==> src/rtl/shift_add_mult4.sv <==
// 4x4 unsigned multiplier built from a sequential shift-and-add engine.
// One operation is accepted outside CALC, takes four CALC steps, and is then presented for one DONE cycle.
module shift_add_mult4 (
  input  logic       clk,
  input  logic       rst_n,
  input  logic       start,
  input  logic [3:0] A,
  input  logic [3:0] B,
  output logic       busy,
  output logic       done,
  output logic [7:0] P
);

  typedef enum logic [1:0] {IDLE, CALC, DONE} state_t;

  state_t      state;
  state_t      state_nxt;
  logic [3:0]  mcand;
  logic [7:0]  acc;
  logic [1:0]  cnt;
  logic [7:0]  acc_step;
  logic        accept;
  logic        last;

  // One step: conditionally add the multiplicand to the high half, then shift {carry,hi,lo} right.
  function automatic logic [7:0] add_shift(input logic [7:0] a, input logic [3:0] m);
    logic [4:0] sum;
    sum = a[0] ? ({1'b0, a[7:4]} + {1'b0, m}) : {1'b0, a[7:4]};
    return {sum, a[3:1]};
  endfunction

  always_comb begin
    accept   = (state != CALC) && start;
    last     = (state == CALC) && (cnt == 2'd3);
    acc_step = add_shift(acc, mcand);
  end

  always_ff @(posedge clk or negedge rst_n) begin
    if (!rst_n) begin
      state <= IDLE;
    end else begin
      state <= state_nxt;
    end
  end

  always_comb begin
    state_nxt = state;
    case (state)
      IDLE, DONE: state_nxt = start ? CALC : IDLE;
      CALC:       state_nxt = (cnt == 2'd3) ? DONE : CALC;
      default:    state_nxt = IDLE;
    endcase
  end

  always_ff @(posedge clk or negedge rst_n) begin
    if (!rst_n) begin
      mcand <= 4'd0;
      acc   <= 8'd0;
      cnt   <= 2'd0;
      P     <= 8'd0;
    end else if (accept) begin
      mcand <= A;
      acc   <= {4'd0, B};
      cnt   <= 2'd0;
    end else if (state == CALC) begin
      acc <= acc_step;
      cnt <= cnt + 2'd1;
      // P only ever sees the finished product, never a partial accumulator.
      if (last) begin
        P <= acc_step;
      end
    end
  end

  assign busy = (state == CALC);
  assign done = (state == DONE);

endmodule
==> config.mk <==
export PLATFORM = sky130hd
export DESIGN_NAME = shift_add_mult4
export DESIGN_NICKNAME = d
export VERILOG_FILES = /design/src/rtl/shift_add_mult4.sv
export SDC_FILE = /design/constraint.sdc
export NUM_CORES = 1
export LEC_CHECK = 0
export BUFFER_PORTS_ARGS = -buffer_cell sky130_fd_sc_hd__buf_2
export CAP_MARGIN = 25
export CORE_ASPECT_RATIO = 2
export CORE_MARGIN = 5
export CORE_UTILIZATION = 25
export CTS_BUF_LIST = sky130_fd_sc_hd__clkbuf_4 sky130_fd_sc_hd__clkbuf_8
export DETAILED_ROUTE_END_ITERATION = 8
export MAX_ROUTING_LAYER = met4
export PLACE_DENSITY = 0.46
export SYNTH_ARGS = -nofsm -noshare
export SYNTH_HDL_FRONTEND = slang
export SYNTH_SLANG_ARGS = --single-unit
==> constraint.sdc <==
create_clock -name clk -period 3.9 [get_ports clk]
set_input_delay 0.39 -clock clk [delete_from_list [all_inputs] [get_ports clk]]
set_output_delay 0.39 -clock clk [all_outputs]
set_load 0.005 [all_outputs]
==> results of run 1 <==
==> per-layer routing <==
metal | global-route usage [%] | vias to the layer above
met4 | 4.98 | 0
met1 | 10.9 | 400
met2 | 16.9 | 16
li1 | - | 392
met5 | - | -
met3 | 1.23 | 4
==> power breakdown <==
part           switching, mW  internal [mW]
logic                  0.203          0.175
registers             0.0817          0.355
clock network         0.0844          0.137
total                  0.369          0.668
==> area by class of cell <==
type / instances / area share (%)
Sequential cell: 24 / 44.1
Multi-Input combinational cell: 69 / 37.5
Timing Repair Buffer: 20 / 7.35
Tap cell: 55 / 5.05
Clock buffer: 3 / 3.03
Clock inverter: 1 / 2.20
Inverter: 3 / 0.826
==> synthesized netlist by cell type, types with 2 or more instances <==
master and number:
dfrtp_1 24, o21ai_0 10, ha_1 5, nor2b_1 5, a21oi_1 2, inv_1 3
or4_1 2, mux2_2 8, nand3_1 6, a21o_1 2, buf_2 5, and3_1 2
nand2_1 11, mux2i_1 8
==> path summary, 6_finish.rpt <==
kind | cells past startpoint | startpoint | slack, ns | to
max in group asynchronous | 1 | rst_n | 3.44 | acc[5]
min in group clk | 2 | A[0] | 0.34 | mcand[0]
max reg2reg | 4 | cnt[0] | 2.10 | P[6]
min | 1 | rst_n | 0.1 | acc[2]
max | 3 | state[1] | 1.94 | busy
min reg2reg | 2 | P[4] | 0.48 | P[4]
==> flip-flops by register name, summed over array words and instances, names as in the netlist <==
| name | count |
|---|---|
| P | 8 |
| acc | 8 |
| mcand | 4 |
| cnt | 2 |
| state | 2 |
==> worst max-delay path: cells and delay by family (launching register included) <==
family / cells / cell delay, ns
buffers and inverters: 2 / 0.59
DFF: 1 / 0.38
and+or+nand+nor: 1 / 0.33
==> cells by family (layout without fill, tap and decap cells) <==
| kind of cell | Yosys count | count (layout) | share of synthesized area [%] |
|---|---|---|---|
| adders and majority gates | 6 | 6 | 7.20 |
| buffers and inverters | 8 | 27 | 3.16 |
| DFF | 24 | 24 | 52.3 |
| AOI/OAI and AO/OA | 18 | 18 | 9.16 |
| and+or+nand+nor | 28 | 28 | 12.5 |
| xor gates and xnor gates | 1 | 1 | 0.763 |
| muxes | 16 | 16 | 14.8 |
==> stage by stage <==
| stage | util [%] | worst slack [ns] |
|---|---|---|
| after CTS | 29.9 | 1.92 |
| final | 29.9 | 1.94 |
| after global placement | 28.4 | 2.14 |
| after global routing | 29.9 | 1.80 |
| after floorplan | - | 2.34 |
| after detailed placement | 28.4 | 2.15 |
==> run metrics, run 1 <==
Max Slew Vio Count 0; initial antenna violation count 0; Reg area 601 um2; H-tree depth 1; Arr. time, crit path 1.57 ns; Worst Hold Slack 0.0982 ns; Starting Density 25.2%; share of layout cells above drive strength 1 26.7%; crit path max-delay cell type inv_1; # IOs 21; Design Power 1.04 mW; P&R area growth vs syn 18.8%; GRT Total Usage 9.88%; crit path kind flip-flop to output port; post-route ant nets 0; asr flop ratio synth 100%; Pwr per Cell Area 761 nW/um2; Post-Route WL 2.62 mm; Max-Cap Viols 0; area of the multi-input gates 510 um2; number of detailed-route iterations in the first pass 4; top layer in use met4; commonest cells after routing, fill and taps aside dfrtp_1, buf_2, nand2_1, o21ai_0; DP HPWL 2.01 mm; status finished clean; commonest non-fill, non-tap cell in the layout dfrtp_1; Layout Cells excl Fill 175; Yosys reg bits 24; first-pass GRT wire length 4.44 mm; number of global-route vias before repair 883; Mapped Nets 118; routed length on met2 1.46 mm; crit path max fanout 13; synth top area cells dfrtp_1, mux2_2, mux2i_1; WL per Instance 14.9 um; Worst-Margin Slew 0.551 ns; # fillers 497; sequential share of the synthesized area 52.3%; post-synth top area cell dfrtp_1; Clock Path Buffers 2; Tmin final 1.96 ns; clock latency on the worst-skew pair 0.27 ns; cts bufs inserted 3; worst min-delay path category input port to asynchronous set/reset pin; Post-synth EDFFs 0; post-route cell area 1360 um2; Clk pin slew, worst setup/hold paths 0.09 ns; nets 138; DRC 0; placed instance area 1290 um2; Worst slew margin 63.3%; Post-Place Cells 171; number of DRC markers in iteration 0 32; Clk Tree Root Cell clkbuf_8; clk sinks 24; CP cell instances nand2b_1 -> inv_1 -> buf_2; LEAKAGE 0.690 nW; Die X 57.9 um; Overflow after GRT 0; detailed-route via count 812; Syn. warnings 0; final setup violation count 0; Fin Setup TNS 0 ns; DIE AREA 6130 um2; Critical Path Start Type flip-flop; # port buffers 20; PostCTS Resize Cnt 0; crit-path max cell delay 0.40 ns; via/cell ratio 4.64; Clock Skews 0.00554 ns; Main synth FF type dfrtp_1; Cell variety after synth 22; Post-Syn Area per Cell 11.4 um2; Routed met1 length 1.03 mm; Hold Buf Count CTS 0; top-area cell type share of the netlist area 52.3%; CTS tree yes; core region area 4550 um2; fin crit share 50.2%; largest net degree at the start of global routing 25; post-CTS setup buffers 0; required time at the worst-slack endpoint 3.51 ns; mapped cell area 1150 um2; row count 35; max frequency 511 MHz; hold violation count in the final report 0; antenna diode count 0; die height 106 um; Routability Congestion 0.775; crit path capture type output port; RSZ-0062 raised after global routing no; Mapped Cells 101; met3 wire length 66 um; Peak VDD IR 0.401 mV
No activity file was read; power rests on OpenSTA's default activity.
==> run 2, diff against run 1 <==
--- a/config.mk
+++ b/config.mk
@@ -13,7 +13,7 @@
 export CTS_BUF_LIST = sky130_fd_sc_hd__clkbuf_4 sky130_fd_sc_hd__clkbuf_8
 export DETAILED_ROUTE_END_ITERATION = 8
 export MAX_ROUTING_LAYER = met4
-export PLACE_DENSITY = 0.46
+export PLACE_DENSITY = 0.48
 export SYNTH_ARGS = -nofsm -noshare
 export SYNTH_HDL_FRONTEND = slang
 export SYNTH_SLANG_ARGS = --single-unit
==> constraint.sdc (replaced) <==
create_clock -name clk -period 1.7 [get_ports clk]
set_input_delay 0.17 -clock clk [delete_from_list [all_inputs] [get_ports clk]]
set_output_delay 0.17 -clock clk [all_outputs]
set_load 0.005 [all_outputs]
==> run metrics, run 2 (synthesis results as in run 1) <==
commonest cells after routing, fill and taps aside dfrtp_1, buf_2, nand2_1, o21ai_0; H-tree depth 1; commonest non-fill, non-tap cell in the layout dfrtp_1; final setup violation count 0; # fillers 493; DIE AREA 6130 um2; nets 145; required time at the worst-slack endpoint 1.91 ns; LEAKAGE 0.710 nW; clock latency on the worst-skew pair 0.26 ns; Die X 57.9 um; crit path capture type flip-flop; crit path max fanout 4; antenna diode count 0; max frequency 608 MHz; Critical Path Start Type flip-flop; Max Slew Vio Count 0; number of global-route vias before repair 866; CTS tree yes; Worst-Margin Slew 0.581 ns; Worst slew margin 61.3%; number of detailed-route iterations in the first pass 4; Post-Place Cells 173; Clk Tree Root Cell clkbuf_8; # port buffers 20; Tmin final 1.65 ns; GRT Total Usage 9.68%; die height 106 um; Design Power 2.41 mW; Clock Path Buffers 2; detailed-route via count 832; top flop regs P: 8 flops, acc: 8 flops, mcand: 4 flops; initial antenna violation count 0; row count 35; # IOs 21; Peak VDD IR 0.680 mV; cts bufs inserted 3; hold violation count in the final report 0; RSZ-0062 raised after global routing no; WL per Instance 14.9 um; core region area 4550 um2; Starting Density 25.2%; worst min-delay path category input port to flip-flop; clk sinks 24; Worst Hold Slack 0.133 ns; via/cell ratio 4.57; largest net degree at the start of global routing 25; Routability Congestion 0.828; first-pass GRT wire length 4.35 mm; Final Core Density 31.0%; Clk pin slew, worst setup/hold paths 0.09 ns; Max-Cap Viols 0; share of layout cells above drive strength 1 32.3%; Overflow after GRT 0; Fin Setup TNS 0 ns; number of DRC markers in iteration 0 15; Pwr per Cell Area 1710 nW/um2; DP HPWL 2.02 mm; crit path kind flip-flop to flip-flop; Layout Cells excl Fill 182; post-route ant nets 0; DRC 0; status finished clean; P&R area growth vs syn 23.0%; Post-Route WL 2.71 mm; Arr. time, crit path 1.85 ns; fin crit share 96.8%; Clock Skews 0.00254 ns
run 2: changes by cell type in the layout (fill, tap and decap cells not counted):
cell / before / now
clkbuf_8: 3 / 4
o21ai_0: 10 / 9
dlygate4sd3_1: 0 / 1
buf_4: 0 / 6
a21oi_1: 2 / 1
fa_1: 1 / 0
inv_1: 3 / 2
o21ai_1: 0 / 1
a21oi_2: 0 / 1
fa_2: 0 / 1
clkinvlp_4: 0 / 1
bufinv_16: 1 / 0
run 2: what timing repair did:
action,4_1_cts,5_1_grt
hold endpoints to repair,24,0
hold buffers,1,0
setup buffers,0,4
resized for setup,1,3
setup endpoints to repair,1,2
run 2: final timing paths:
| path | from | endpoint | slack, ns | depth (start not counted) |
|---|---|---|---|---|
| worst max-delay path | mcand[2] | P[6] | 0.05 | 4 |
| worst min-delay path | A[2] | mcand[2] | 0.13 | 2 |
| worst max register to register | mcand[2] | P[6] | 0.05 | 4 |
| worst min register to register | P[5] | P[5] | 0.48 | 2 |
| max in group asynchronous | rst_n | P[1] | 0.89 | 2 |
| min in group asynchronous | rst_n | P[6] | 0.43 | 2 |
run 2: cell type report:
class                      instances  area [um2]  area share (%)
clock buffer                       4        55.1            3.90
inverter                           3        15.0            1.06
multi-input combinational         69         517            36.6
sequential                        24         601            42.6
tap                               55        68.8            4.88
timing repair buffer              27         155            11.0
run 2: worst max-delay path, cell delays in order (launching register included):
cell	delay [ns]
dfrtp_1	0.39
ha_1	0.36
and3_1	0.21
or4_1	0.52
nand3_1	0.10
run 2: per-stage QoR:
step | setup slack [ns] | area, um2
floorplan | 0.140 | 1150
global placement | 0.0699 | 1310
detailed placement | -0.00164 | 1310
CTS | 0.0371 | 1370
global route | 0.0145 | 1410
finish | 0.0549 | 1410
run 2: per-layer routing:
layer / share of wire [%] / vias up / GRT usage, % / routed length, um
met4: 1.3 / 0 / 4.48 / 36
li1: - / 406 / - / -
met3: 1.8 / 2 / 1.10 / 49
met5: 0 / - / - / 0
met1: 40 / 411 / 10.6 / 1080
met2: 57 / 13 / 16.9 / 1550
run 2: power by group:
part / internal (mW) / leakage (nW) / switching (mW)
clock: 0.207 / 0.0288 / 0.186
combinational: 0.511 / 0.380 / 0.507
sequential: 0.815 / 0.301 / 0.188
